File: config.mk
export PLATFORM = sky130hd
export DESIGN_NAME = seg_scan_mux
export DESIGN_NICKNAME = d
export VERILOG_FILES = /design/src/rtl/seg_pkg.sv /design/src/rtl/seg7_decode.sv /design/src/rtl/seg_scan_mux.sv
export SDC_FILE = /design/constraint.sdc
export NUM_CORES = 1
export LEC_CHECK = 0
export ABC_CLOCK_PERIOD_IN_PS = 2530
export BUFFER_PORTS_ARGS = -buffer_cell sky130_fd_sc_hd__buf_4
export CAP_MARGIN = 5
export CORE_ASPECT_RATIO = 0.9
export CORE_MARGIN = 4
export CORE_UTILIZATION = 40
export CTS_BUF_LIST = sky130_fd_sc_hd__clkbuf_4
export CTS_CLUSTER_SIZE = 16
export DETAILED_ROUTE_END_ITERATION = 8
export PLACE_DENSITY_LB_ADDON = 0.05
export SETUP_SLACK_MARGIN = 0.02
export SLEW_MARGIN = 20
export SYNTH_ARGS = -nofsm -noshare
export SYNTH_HDL_FRONTEND = slang
export SYNTH_SLANG_ARGS = --single-unit
File: constraint.sdc
create_clock -name clk -period 2.53 [get_ports clk]
set_input_delay 0.506 -clock clk [delete_from_list [all_inputs] [get_ports clk]]
set_output_delay 0.506 -clock clk [all_outputs]
set_load 0.1 [all_outputs]
File: src/rtl/seg_pkg.sv
// Shared segment-display constants: segment bit positions and the BCD glyph codes
// built from them (bit0 = a ... bit6 = g, active-high).
package seg_pkg;

    localparam int SEG_A = 0;
    localparam int SEG_B = 1;
    localparam int SEG_C = 2;
    localparam int SEG_D = 3;
    localparam int SEG_E = 4;
    localparam int SEG_F = 5;
    localparam int SEG_G = 6;

    localparam logic [6:0] M_A = 7'(1) << SEG_A;
    localparam logic [6:0] M_B = 7'(1) << SEG_B;
    localparam logic [6:0] M_C = 7'(1) << SEG_C;
    localparam logic [6:0] M_D = 7'(1) << SEG_D;
    localparam logic [6:0] M_E = 7'(1) << SEG_E;
    localparam logic [6:0] M_F = 7'(1) << SEG_F;
    localparam logic [6:0] M_G = 7'(1) << SEG_G;

    localparam logic [6:0] SEG_OFF = 7'b0000000;
    localparam logic [6:0] SEG_0   = M_A | M_B | M_C | M_D | M_E | M_F;
    localparam logic [6:0] SEG_1   = M_B | M_C;
    localparam logic [6:0] SEG_2   = M_A | M_B | M_D | M_E | M_G;
    localparam logic [6:0] SEG_3   = M_A | M_B | M_C | M_D | M_G;
    localparam logic [6:0] SEG_4   = M_B | M_C | M_F | M_G;
    localparam logic [6:0] SEG_5   = M_A | M_C | M_D | M_F | M_G;
    localparam logic [6:0] SEG_6   = M_A | M_C | M_D | M_E | M_F | M_G;
    localparam logic [6:0] SEG_7   = M_A | M_B | M_C;
    localparam logic [6:0] SEG_8   = M_A | M_B | M_C | M_D | M_E | M_F | M_G;
    localparam logic [6:0] SEG_9   = M_A | M_B | M_C | M_D | M_F | M_G;

endpackage

File: src/rtl/seg7_decode.sv
// Combinational BCD to 7-segment decoder; non-BCD codes 10..15 render dark.
module seg7_decode
    import seg_pkg::*;
(
    input  logic [3:0] bcd,
    output logic [6:0] seg
);

    always_comb begin
        case (bcd)
            4'd0:    seg = SEG_0;
            4'd1:    seg = SEG_1;
            4'd2:    seg = SEG_2;
            4'd3:    seg = SEG_3;
            4'd4:    seg = SEG_4;
            4'd5:    seg = SEG_5;
            4'd6:    seg = SEG_6;
            4'd7:    seg = SEG_7;
            4'd8:    seg = SEG_8;
            4'd9:    seg = SEG_9;
            default: seg = SEG_OFF;
        endcase
    end

endmodule

File: src/rtl/seg_scan_mux.sv
// Time-multiplexed 7-segment scanner with per-slot blanking gap and frame-aligned
// double buffering. Define SEG_SCAN_LZB_EN to enable leading-zero blanking.
module seg_scan_mux
    import seg_pkg::*;
#(
    parameter int DIGITS    = 4,
    parameter int SCAN_DIV  = 50000,
    parameter int BLANK_CYC = 1000
) (
    input  logic                  clk,
    input  logic                  rst,
    input  logic [4*DIGITS-1:0]   bcd_in,
    input  logic [DIGITS-1:0]     dp_in,
    input  logic                  load,
    output logic [6:0]            seg_out,
    output logic                  dp_out,
    output logic [DIGITS-1:0]     dig_en,
    output logic                  frame_done
);

    localparam int CNT_W = $clog2(SCAN_DIV);
    localparam int IDX_W = $clog2(DIGITS);

    localparam logic [CNT_W-1:0] CNT_LAST = CNT_W'(SCAN_DIV - 1);
    localparam logic [CNT_W-1:0] CNT_SHOW = CNT_W'(BLANK_CYC);
    localparam logic [IDX_W-1:0] IDX_LAST = IDX_W'(DIGITS - 1);

    localparam logic [0:0] ST_BLANK = 1'b0;
    localparam logic [0:0] ST_SHOW  = 1'b1;

    logic [CNT_W-1:0]    cnt, cnt_next;
    logic [IDX_W-1:0]    idx, idx_next;
    logic [0:0]          state, state_next;
    logic                slot_end, frame_end;

    logic [4*DIGITS-1:0] shadow_bcd, active_bcd;
    logic [DIGITS-1:0]   shadow_dp, active_dp;
    logic                pending;

    logic [3:0]          cur_bcd;
    logic                cur_dp;
    logic [DIGITS-1:0]   cur_en;
    logic [6:0]          cur_seg;
    logic                lzb_blank;

    // NOTE: every signal written in always_comb gets a default first so no latch is inferred.
    always_comb begin
        slot_end  = (cnt == CNT_LAST);
        frame_end = slot_end && (idx == IDX_LAST);
        cnt_next  = slot_end ? '0 : cnt + CNT_W'(1);
        idx_next  = idx;
        if (slot_end) idx_next = (idx == IDX_LAST) ? '0 : idx + IDX_W'(1);

        state_next = state;
        case (state)
            ST_BLANK: if (cnt_next >= CNT_SHOW) state_next = ST_SHOW;
            ST_SHOW:  if (slot_end)             state_next = ST_BLANK;
            default:                            state_next = ST_BLANK;
        endcase
    end

    // The slot index never changes on an edge entering SHOW, so the current idx
    // already names the digit that will be lit.
    always_comb begin
        cur_bcd = 4'd0;
        cur_dp  = 1'b0;
        cur_en  = '0;
        for (int i = 0; i < DIGITS; i++) begin
            if (idx == IDX_W'(i)) begin
                cur_bcd   = active_bcd[4*i +: 4];
                cur_dp    = active_dp[i];
                cur_en[i] = 1'b1;
            end
        end
    end

`ifdef SEG_SCAN_LZB_EN
    logic zero_run;

    // Walk down from the most significant digit; a digit is blanked while the run of zeros is unbroken.
    always_comb begin
        zero_run  = 1'b1;
        lzb_blank = 1'b0;
        for (int i = DIGITS - 1; i >= 1; i--) begin
            zero_run = zero_run && (active_bcd[4*i +: 4] == 4'd0);
            if (idx == IDX_W'(i)) lzb_blank = zero_run;
        end
    end
`else
    assign lzb_blank = 1'b0;
`endif

    seg7_decode u_decode (
        .bcd (cur_bcd),
        .seg (cur_seg)
    );

    // NOTE: sequential state uses non-blocking assignments so every register samples pre-edge values.
    always_ff @(posedge clk or posedge rst) begin
        if (rst) begin
            cnt        <= '0;
            idx        <= '0;
            state      <= ST_BLANK;
            // NOTE: the digit buffers are ordinary flops, so they are reset along with the control state.
            shadow_bcd <= '0;
            shadow_dp  <= '0;
            active_bcd <= '0;
            active_dp  <= '0;
            pending    <= 1'b0;
            seg_out    <= SEG_OFF;
            dp_out     <= 1'b0;
            dig_en     <= '0;
            frame_done <= 1'b0;
        end else begin
            cnt        <= cnt_next;
            idx        <= idx_next;
            state      <= state_next;
            frame_done <= frame_end;

            if (load) begin
                shadow_bcd <= bcd_in;
                shadow_dp  <= dp_in;
            end

            // A load coinciding with the frame boundary goes straight to the active copy.
            if (load && frame_end) begin
                active_bcd <= bcd_in;
                active_dp  <= dp_in;
                pending    <= 1'b0;
            end else if (load) begin
                pending    <= 1'b1;
            end else if (frame_end && pending) begin
                active_bcd <= shadow_bcd;
                active_dp  <= shadow_dp;
                pending    <= 1'b0;
            end

            if (state_next == ST_SHOW) begin
                dig_en  <= cur_en;
                seg_out <= lzb_blank ? SEG_OFF : cur_seg;
                dp_out  <= cur_dp;
            end else begin
                dig_en  <= '0;
                seg_out <= SEG_OFF;
                dp_out  <= 1'b0;
            end
        end
    end

endmodule

==> flow_metrics.env, run 1 <==
export IMPL_synth_area_um2=3490
export IMPL_ir_drop_uv=445
export IMPL_rsz0062_at_grt="true"
export IMPL_ff2ff_path_depth=8
export IMPL_dieArea_um2=10300
export IMPL_p_per_area_nw_per_um2=516
export IMPL_stdcell_count=454
export IMPL_max_freq_ghz=0.422
export IMPL_n_fill_cell=802
export IMPL_ys_ff_latch=73
export IMPL_endpoint_kind="flop"
export IMPL_grt_start_max_net_pins=26
export IMPL_leakage_nw=1.99
export IMPL_wl_mm=6.90
export IMPL_grt_pass1_wl_mm=11.6
export IMPL_critPathArrivalTime_ns=2.70
export IMPL_switching_share_pct=22.4
export IMPL_ys_seq_area_share_pct=52.4
export IMPL_max_slew_margin_rel_pct=65.4
export IMPL_max_stage_delay_ns=0.42
export IMPL_clk_root_buffer_cell="clkbuf_4"
export IMPL_dp_hpwl_mm=4.96
export IMPL_grt_usage_pct=14.6
export IMPL_grt_overflow_total=0
export IMPL_grt_pass1_vias=2301
export IMPL_portBuffers=35
export IMPL_fin_util_pct=48.4
export IMPL_cts_tree="built"
export IMPL_cpLargestDelayFamily="compound AO/OA/AOI/OAI gates"
export IMPL_ys_flop_type="dfrtp_1"
export IMPL_die_w_um=106
export IMPL_gp_congestion=0.820
export IMPL_p_int_mw=1.65
export IMPL_antenna_cells=0
export IMPL_worst_path_most_repeated_cell="ha_1"
export IMPL_start_util_pct=40.9
export IMPL_drive_above_1_share_pct=35.5
export IMPL_crit_path_max_fanout=6
export IMPL_dieHeight_um=96.6
export IMPL_worstMarginPinSlew_ns=0.519
export IMPL_ant_nets=0
export IMPL_fin_tns_setup_ns=0
export IMPL_drtIter0Drc=79
export IMPL_place_area_um2=3930
export IMPL_crit_path_top_delay_cell="dfrtp_1"
export IMPL_clk_pin_slew_ns=0.12
export IMPL_reg2reg_slack_ns=0.16
export IMPL_hold_class="in2async"
export IMPL_clock_latency_ns=0.42
export IMPL_reg2reg_from="idx[0]"
export IMPL_cts_max_level=3
export IMPL_vias=2302
export IMPL_slew_viol_final=0
export IMPL_wl_met1_mm=3.59
export IMPL_core_area_um2=8530
export IMPL_fin_skew_ns=0.0123
export IMPL_p_sw_mw=0.477
export IMPL_p_total_mw=2.13
export IMPL_synth_area_leaders="dfrtp_1, mux2_4, mux2_2, ha_1, xor2_1"
export IMPL_yosysMostFrequentCell="dfrtp_1"
export IMPL_clkSinkCount=73
export IMPL_yosys_area_top_type="dfrtp_1"
export IMPL_via_per_inst=5.07
export IMPL_sequentialPowerShare_pct=56.5
export IMPL_timing_final_hold_violations=0
export IMPL_post_route_period_util_pct=93.7
export IMPL_wl_met2_mm=2.92
export IMPL_nets=363
export IMPL_setup_worst_path_start_class="flop"
export IMPL_highest_layer="met4"
export IMPL_wl_per_cell_um=15.2
export IMPL_r2r_end="seg_out[3]"
export IMPL_clock_power_share_pct=38.5
export IMPL_crit_type="reg2reg"
export IMPL_synth_edff_count=0
export IMPL_num_rows=32
export IMPL_period_needed_ns=2.37
export IMPL_syn_to_final_growth_pct=18.3
export IMPL_wl_met3_um=293
export IMPL_drt_pass1_iter_count=4
export IMPL_setup_viol=0
export IMPL_cts_buffers=9
export IMPL_synthDistinctLibCells=51
export IMPL_yosys_warnings=0
export IMPL_ctsHoldBuffers=0
export IMPL_path_cells="inv_1 > ha_1 > nand3b_1 > a221oi_2 > a21oi_2 > ha_1 > or3_1 > a32oi_1"
export IMPL_synthesis_nets=316
export IMPL_ios=36
export IMPL_dp_cells=437
export IMPL_synth_async_reset_ratio_pct=100
export IMPL_finish_instance_area_um2=4130
export IMPL_drv_cap=0
export IMPL_path_buf_inv=1
export IMPL_worstSetupStartpoint="idx[0]"
export IMPL_p_comb_share_pct=4.9
export IMPL_drc=0
export IMPL_clock_path_buffers=2
export IMPL_synth_common_cells="dfrtp_1, mux2_2, mux2_4"
export IMPL_antenna_found_initial=0
export IMPL_yosys_area_top_type_share_pct=52.4
export IMPL_required_ns=2.86
export IMPL_status="completed"
export IMPL_synthCells=283
export IMPL_syn_avg_cell_area_um2=12.3
[per-layer routing]
| metal | track usage, % | up-vias |
|---|---|---|
| met5 | 0 | - |
| met4 | 4.58 | 0 |
| met3 | 5.58 | 9 |
| met2 | 20.3 | 43 |
| met1 | 21.0 | 1131 |
| li1 | - | 1119 |
[what timing repair did]
action                                  4_1_cts  5_1_grt
gates resized for setup                       1        6
cloned                                        0        0
buffers inserted                              0        1
endpoints found under the setup margin        1        9
[worst max-delay path by stage]
stage	end	slack, ns	cells after the start
floorplan	seg_out[3]	0.13	10
global placement	seg_out[3]	0.16	9
detailed placement	seg_out[3]	0.05	9
CTS	seg_out[3]	0.05	9
global route	seg_out[3]	0.008	9
finish	seg_out[3]	0.16	8
[cells in the final DEF (no fill, tap or decap), types with 2 or more instances in the layout]
cell type,n
xnor2_1,7
and3_1,2
o21ai_0,11
a21oi_1,4
mux2_2,20
o211a_1,2
mux2_4,20
xor2_1,8
nand2_1,12
buf_4,50
or3_1,6
a21o_1,2
a21oi_2,2
inv_1,14
nand3_1,6
and2_4,2
nand3b_1,4
clkbuf_4,9
nor2_1,14
ha_1,9
nor3_1,4
nand4_1,4
bufinv_16,2
nor2b_1,2
dfrtp_1,73
a31oi_1,6
a32oi_1,7
[power groups by stage]
stage          combinational (mW)  clock [mW]  sequential (mW)
4_1_cts                     0.110       0.856             1.21
6_report                    0.105       0.821             1.20
2_1_floorplan              0.0630           0             1.23
3_3_place_gp                0.109           0             1.23
3_5_place_dp                0.109           0             1.23
5_1_grt                     0.120       0.910             1.21
[sequential cells by signal, indices dropped and copies added (netlist names)]
name	flops
active_bcd	16
active_dp	4
cnt	16
dig_en	4
dp_out	1
frame_done	1
idx	2
pending	1
seg_out	7
shadow_bcd	16
shadow_dp	4
state	1
[layout make-up]
cell class / instances / area, um2 / area share (%)
repair buffers: 50 / 375 / 9.10
multi-input cells: 181 / 1560 / 37.8
clock inverters: 7 / 93.8 / 2.27
well taps: 119 / 149 / 3.61
flip-flops and latches: 73 / 1830 / 44.3
inverters: 15 / 56.3 / 1.36
clock buffers: 9 / 67.6 / 1.64
[kinds of logic (layout without fill, tap and decap cells)]
logic type | after synthesis | after routing | share of synthesized area (%)
buffers and inverters | 29 | 81 | 3.84
xor gates and xnor gates | 15 | 15 | 3.77
AOI/OAI and AO/OA | 48 | 48 | 9.94
adders and majority gates | 10 | 10 | 3.59
muxes | 40 | 40 | 15.1
DFF | 73 | 73 | 52.4
and+or+nand+nor | 68 | 68 | 11.4
[metrics by stage]
step	setup slack, ns	hold WS [ns]
after global placement	0.160	0.485
after detailed placement	0.0504	0.485
final	0.160	0.110
after CTS	0.0508	0.0894
after global routing	0.00778	0.0977
after floorplan	0.128	0.468
Note: power is estimated with default switching activity, not from simulation.
==> inputs of run 2 (changes only) <==
--- a/config.mk
+++ b/config.mk
@@ -14,6 +14,7 @@
 export CTS_BUF_LIST = sky130_fd_sc_hd__clkbuf_4
 export CTS_CLUSTER_SIZE = 16
 export DETAILED_ROUTE_END_ITERATION = 8
+export MAX_ROUTING_LAYER = met4
 export PLACE_DENSITY_LB_ADDON = 0.05
 export SETUP_SLACK_MARGIN = 0.02
 export SLEW_MARGIN = 20
==> run 2 against run 1 <==
Die area is the same. Sequential power about the same. Cell count unchanged. Non-clock buffer count stayed put. Setup slack gained 0.0055 ns. Via count is essentially flat.
==> flow_metrics.env, run 2 (synthesis gave the netlist of run 1 again) <==
export IMPL_crit_path_top_delay_cell="dfrtp_1"
export IMPL_endpoint_kind="flop"
export IMPL_grt_pass1_vias=2298
export IMPL_syn_to_final_growth_pct=18.3
export IMPL_status="completed"
export IMPL_wl_mm=6.93
export IMPL_max_freq_ghz=0.423
export IMPL_max_stage_delay_ns=0.42
export IMPL_clk_pin_slew_ns=0.12
export IMPL_worst_path_stages=8
export IMPL_setup_viol=0
export IMPL_core_area_um2=8530
export IMPL_ctsHoldBuffers=0
export IMPL_dp_hpwl_mm=4.96
export IMPL_dieArea_um2=10300
export IMPL_p_per_area_nw_per_um2=517
export IMPL_cts_max_level=3
export IMPL_drt_pass1_iter_count=4
export IMPL_multi_input_area_um2=1560
export IMPL_required_ns=2.87
export IMPL_n_fill_cell=802
export IMPL_post_route_period_util_pct=93.4
export IMPL_dieHeight_um=96.6
export IMPL_final_common_cell="dfrtp_1"
export IMPL_num_rows=32
export IMPL_reg_largest_list="active_bcd (16), cnt (16), shadow_bcd (16)"
export IMPL_setup_worst_path_start_class="flop"
export IMPL_crit_type="reg2reg"
export IMPL_vias=2301
export IMPL_leakage_nw=1.99
export IMPL_antenna_found_initial=0
export IMPL_ios=36
export IMPL_die_w_um=106
export IMPL_slew_viol_final=0
export IMPL_max_slew_margin_rel_pct=65.5
export IMPL_hold_class="in2async"
export IMPL_cts_tree="built"
export IMPL_grt_start_max_net_pins=26
export IMPL_gp_congestion=0.833
export IMPL_worst_path_most_repeated_cell="ha_1"
export IMPL_cpLargestDelayFamily="compound AO/OA/AOI/OAI gates"
export IMPL_grt_overflow_total=0
export IMPL_cts_buffers=9
export IMPL_hold_slack_ns=0.109
export IMPL_fin_skew_ns=0.0108
export IMPL_fin_tns_setup_ns=0
export IMPL_drc=0
export IMPL_seq_area_um2=1830
export IMPL_timing_final_hold_violations=0
export IMPL_antenna_cells=0
export IMPL_grt_usage_pct=15.0
export IMPL_ant_nets=0
export IMPL_nets=363
export IMPL_drtIter0Drc=71
export IMPL_start_util_pct=40.9
export IMPL_via_per_inst=5.07
export IMPL_ff2ff_path_depth=8
export IMPL_grt_pass1_wl_mm=11.6
export IMPL_fin_util_pct=48.4
export IMPL_p_total_mw=2.13
export IMPL_worstMarginPinSlew_ns=0.517
export IMPL_drv_cap=0
export IMPL_rsz0062_at_grt="true"
export IMPL_path_buf_inv=1
export IMPL_period_needed_ns=2.36
export IMPL_critPathArrivalTime_ns=2.70
export IMPL_clk_root_buffer_cell="clkbuf_4"
export IMPL_mostFrequentLayoutCells="dfrtp_1, buf_4, mux2_2, mux2_4"
export IMPL_crit_path_max_fanout=6
export IMPL_ir_drop_uv=445
export IMPL_portBuffers=35
export IMPL_wl_per_cell_um=15.3
export IMPL_clock_path_buffers=2
export IMPL_clock_latency_ns=0.42
export IMPL_clkSinkCount=73
export IMPL_path_cells="inv_1 > ha_1 > nand3b_1 > a221oi_2 > a21oi_2 > ha_1 > or3_1 > a32oi_1"
export IMPL_drive_above_1_share_pct=35.5
## run 2: repair_timing
action                                  in CTS  in global routing
gates resized for setup                      1                  6
endpoints found under the setup margin       1                  9
pin swaps                                    0                  0
buffers inserted                             0                  1
endpoints found under the hold margin        0                  0
## run 2: worst register-to-register path, delay by kind of cell (launching register included)
kind,cells,cell delay (ns)
compound gates,3,0.63
fa+ha+maj,2,0.61
buf+inv,1,0.13
flops,1,0.42
simple gates,2,0.50
## run 2: area by class of cell
class,count,area share (%)
Clock buffer,9,1.64
Clock inverter,7,2.27
Inverter,15,1.36
Multi-Input combinational cell,181,37.8
Sequential cell,73,44.3
Tap cell,119,3.61
Timing Repair Buffer,50,9.10
## run 2: path summary, 6_finish.rpt
check | start | end | slack (ns)
max | idx[0] | seg_out[3] | 0.17
min | rst | idx[1] | 0.11
max reg2reg | idx[0] | seg_out[3] | 0.17
min reg2reg | shadow_bcd[5] | shadow_bcd[5] | 0.51
max in group asynchronous | rst | seg_out[5] | 1.78
min in group clk | dp_in[2] | shadow_dp[2] | 0.32
## run 2: layer usage
| metal | up-vias | global-route usage, % | wire length, um |
|---|---|---|---|
| li1 | 1116 | - | - |
| met1 | 1131 | 21.0 | 3570 |
| met2 | 46 | 20.3 | 2940 |
| met3 | 8 | 5.58 | 326 |
| met4 | 0 | 4.58 | 93 |
| met5 | - | - | 0 |
## run 2: report_power, final
part,internal (mW),switching (mW)
Clock,0.401,0.422
Combinational,0.0554,0.0499
Sequential,1.20,0.00743
## run 2: metrics by stage
stage	cells	instance area [um2]	setup WS, ns
3_3_place_gp	437	3930	0.160
5_1_grt	454	4130	0.00778
4_1_cts	453	4090	0.0508
6_report	454	4130	0.166
2_1_floorplan	283	3490	0.128
3_5_place_dp	437	3930	0.0504
==> inputs of run 3 (changes only) <==
--- a/config.mk
+++ b/config.mk
@@ -16,6 +16,7 @@
 export DETAILED_ROUTE_END_ITERATION = 8
 export MAX_ROUTING_LAYER = met4
 export PLACE_DENSITY_LB_ADDON = 0.05
+export REMOVE_ABC_BUFFERS = 1
 export SETUP_SLACK_MARGIN = 0.02
 export SLEW_MARGIN = 20
 export SYNTH_ARGS = -nofsm -noshare
==> run 3 against run 2 <==
Total power grew 8.2%. Routed wire length is essentially flat. Clock power rose by 21%. Setup slack gained 0.014 ns. Sequential power barely moved. Design area increased by 3.3%. First-iteration DRC count grew 32%. Highest routed layer unchanged. Sequential share of layout area shrank 1.4 points. Critical path type unchanged.
==> flow_metrics.env, run 3 (synthesis gave the netlist of run 1 again) <==
export IMPL_critPathArrivalTime_ns=2.68
export IMPL_status="completed"
export IMPL_grt_usage_pct=15.5
export IMPL_setup_viol=0
export IMPL_die_w_um=106
export IMPL_grt_busiest_layer="met2"
export IMPL_via_per_inst=4.93
export IMPL_wl_mm=6.92
export IMPL_drtIter0Drc=94
export IMPL_dp_slack_ns=-0.0699
export IMPL_crit_path_top_delay_cell="dfrtp_1"
export IMPL_worst_path_most_repeated_cell="inv_1"
export IMPL_reg_largest_list="active_bcd (16), cnt (16), shadow_bcd (16)"
export IMPL_ir_drop_uv=317
export IMPL_grt_start_max_net_pins=74
export IMPL_max_stage_delay_ns=0.42
export IMPL_multi_input_area_um2=1590
export IMPL_clk_root_buffer_cell="clkbuf_4"
export IMPL_nets=369
export IMPL_p_per_area_nw_per_um2=541
export IMPL_worstMarginPinSlew_ns=0.727
export IMPL_clkSinkCount=73
export IMPL_timing_final_hold_violations=0
export IMPL_required_ns=2.86
export IMPL_ios=36
export IMPL_antenna_found_initial=0
export IMPL_met2_usage_pct=22.6
export IMPL_path_cells="inv_1 > ha_4 > and3b_1 > o221ai_2 > and2_4 > inv_1 > ha_1 > or3_1 > a32oi_1"
export IMPL_finalWorstSetupSlack_ns=0.180
export IMPL_period_needed_ns=2.35
export IMPL_cts_max_level=3
export IMPL_hold_class="in2async"
export IMPL_seq_area_um2=1830
export IMPL_dp_hpwl_mm=4.73
export IMPL_crit_path_max_fanout=8
export IMPL_fin_skew_ns=0.0103
export IMPL_num_rows=32
export IMPL_drv_cap=0
export IMPL_mostFrequentLayoutCells="dfrtp_1, buf_4, mux2_2, mux2_4"
export IMPL_post_route_period_util_pct=92.9
export IMPL_core_area_um2=8530
export IMPL_syn_to_final_growth_pct=22.3
export IMPL_antenna_cells=0
export IMPL_endpoint_kind="flop"
export IMPL_dieArea_um2=10300
export IMPL_setup_worst_path_start_class="flop"
export IMPL_drc=0
export IMPL_grt_pass1_vias=2292
export IMPL_n_fill_cell=782
export IMPL_drive_above_1_share_pct=37.2
export IMPL_cts_tree="built"
export IMPL_clk_pin_slew_ns=0.12
export IMPL_ant_nets=0
export IMPL_portBuffers=35
export IMPL_grt_met1_usage_pct=20.9
export IMPL_cts_buffers=9
export IMPL_dieHeight_um=96.6
export IMPL_ctsHoldBuffers=0
export IMPL_final_common_cell="dfrtp_1"
export IMPL_max_slew_margin_rel_pct=51.5
export IMPL_crit_type="reg2reg"
export IMPL_rsz0062_at_grt="false"
export IMPL_slew_viol_final=0
export IMPL_start_util_pct=40.9
export IMPL_grt_pass1_wl_mm=11.9
export IMPL_leakage_nw=2.05
export IMPL_grt_overflow_total=0
export IMPL_clock_latency_ns=0.41
export IMPL_drt_pass1_iter_count=4
export IMPL_vias=2268
export IMPL_clock_path_buffers=2
export IMPL_path_buf_inv=2
export IMPL_p_total_mw=2.31
export IMPL_use_met3_pct=5.12
export IMPL_cpLargestDelayFamily="simple AND/OR/NAND/NOR gates"
export IMPL_max_freq_ghz=0.425
export IMPL_wl_per_cell_um=15.1
export IMPL_gp_congestion=0.834
-- run 3: cell types whose count changed in the layout (fill, tap and decap cells not counted), moves of 2 or more --
cell / change
buf_12: +2
buf_4: +4
ha_1: -3
bufinv_16: +2
ha_2: +2
-- run 3: metrics by stage --
stage	utilization (%)	TNS, ns	hold WS [ns]	std cells	cell area [um2]
after floorplan	-	-0.802	0.468	269	3410
after global placement	46.8	-0.148	0.484	442	3990
after detailed placement	46.8	-0.312	0.487	442	3990
after CTS	49.3	0	0.163	458	4200
after global routing	50.0	0	0.147	460	4260
final	50.0	0	0.162	460	4260
-- run 3: worst paths after layout --
check / start / endpoint / cells after the start / slack (ns)
setup / recovery: idx[1] / seg_out[3] / 9 / 0.18
hold / removal: rst / dig_en[2] / 3 / 0.16
setup reg to reg: idx[1] / seg_out[3] / 9 / 0.18
hold reg to reg: shadow_bcd[8] / shadow_bcd[8] / 1 / 0.51
max in group asynchronous: rst / cnt[1] / 3 / 2.05
min in group clk: dp_in[1] / shadow_dp[1] / 2 / 0.34
-- run 3: routing by layer --
layer	vias up	share of wire [%]	routed length, um
met1	1096	51	3500
li1	1125	-	-
met3	6	4.0	277
met2	41	44	3070
met5	-	0	0
met4	0	1.0	71
-- run 3: report_power, final --
group	switching [mW]	leakage (nW)	internal, mW
Combinational	0.0492	0.990	0.0546
Sequential	0.00736	0.955	1.20
Clock	0.406	0.105	0.592
Total	0.463	2.05	1.84
-- run 3: area by class of cell --
class	count	share of cell area (%)
inverter	15	1.32
clock buffer	9	1.58
multi-input combinational	181	37.2
tap	119	3.49
clock inverter	7	3.11
sequential	73	42.8
timing repair buffer	56	10.4
-- run 3: what timing repair did --
| action | in CTS | in global routing |
|---|---|---|
| pin swaps | 0 | 1 |
| setup buffers | 0 | 2 |
| resized for setup | 3 | 10 |
| setup endpoints to repair | 12 | 8 |
-- run 3: worst register-to-register path, delay by kind of cell (launching register included) --
family | cells | cell delay [ns]
fa+ha+maj | 2 | 0.50
simple gates | 3 | 0.79
compound gates | 2 | 0.36
flops | 1 | 0.42
buf+inv | 2 | 0.22
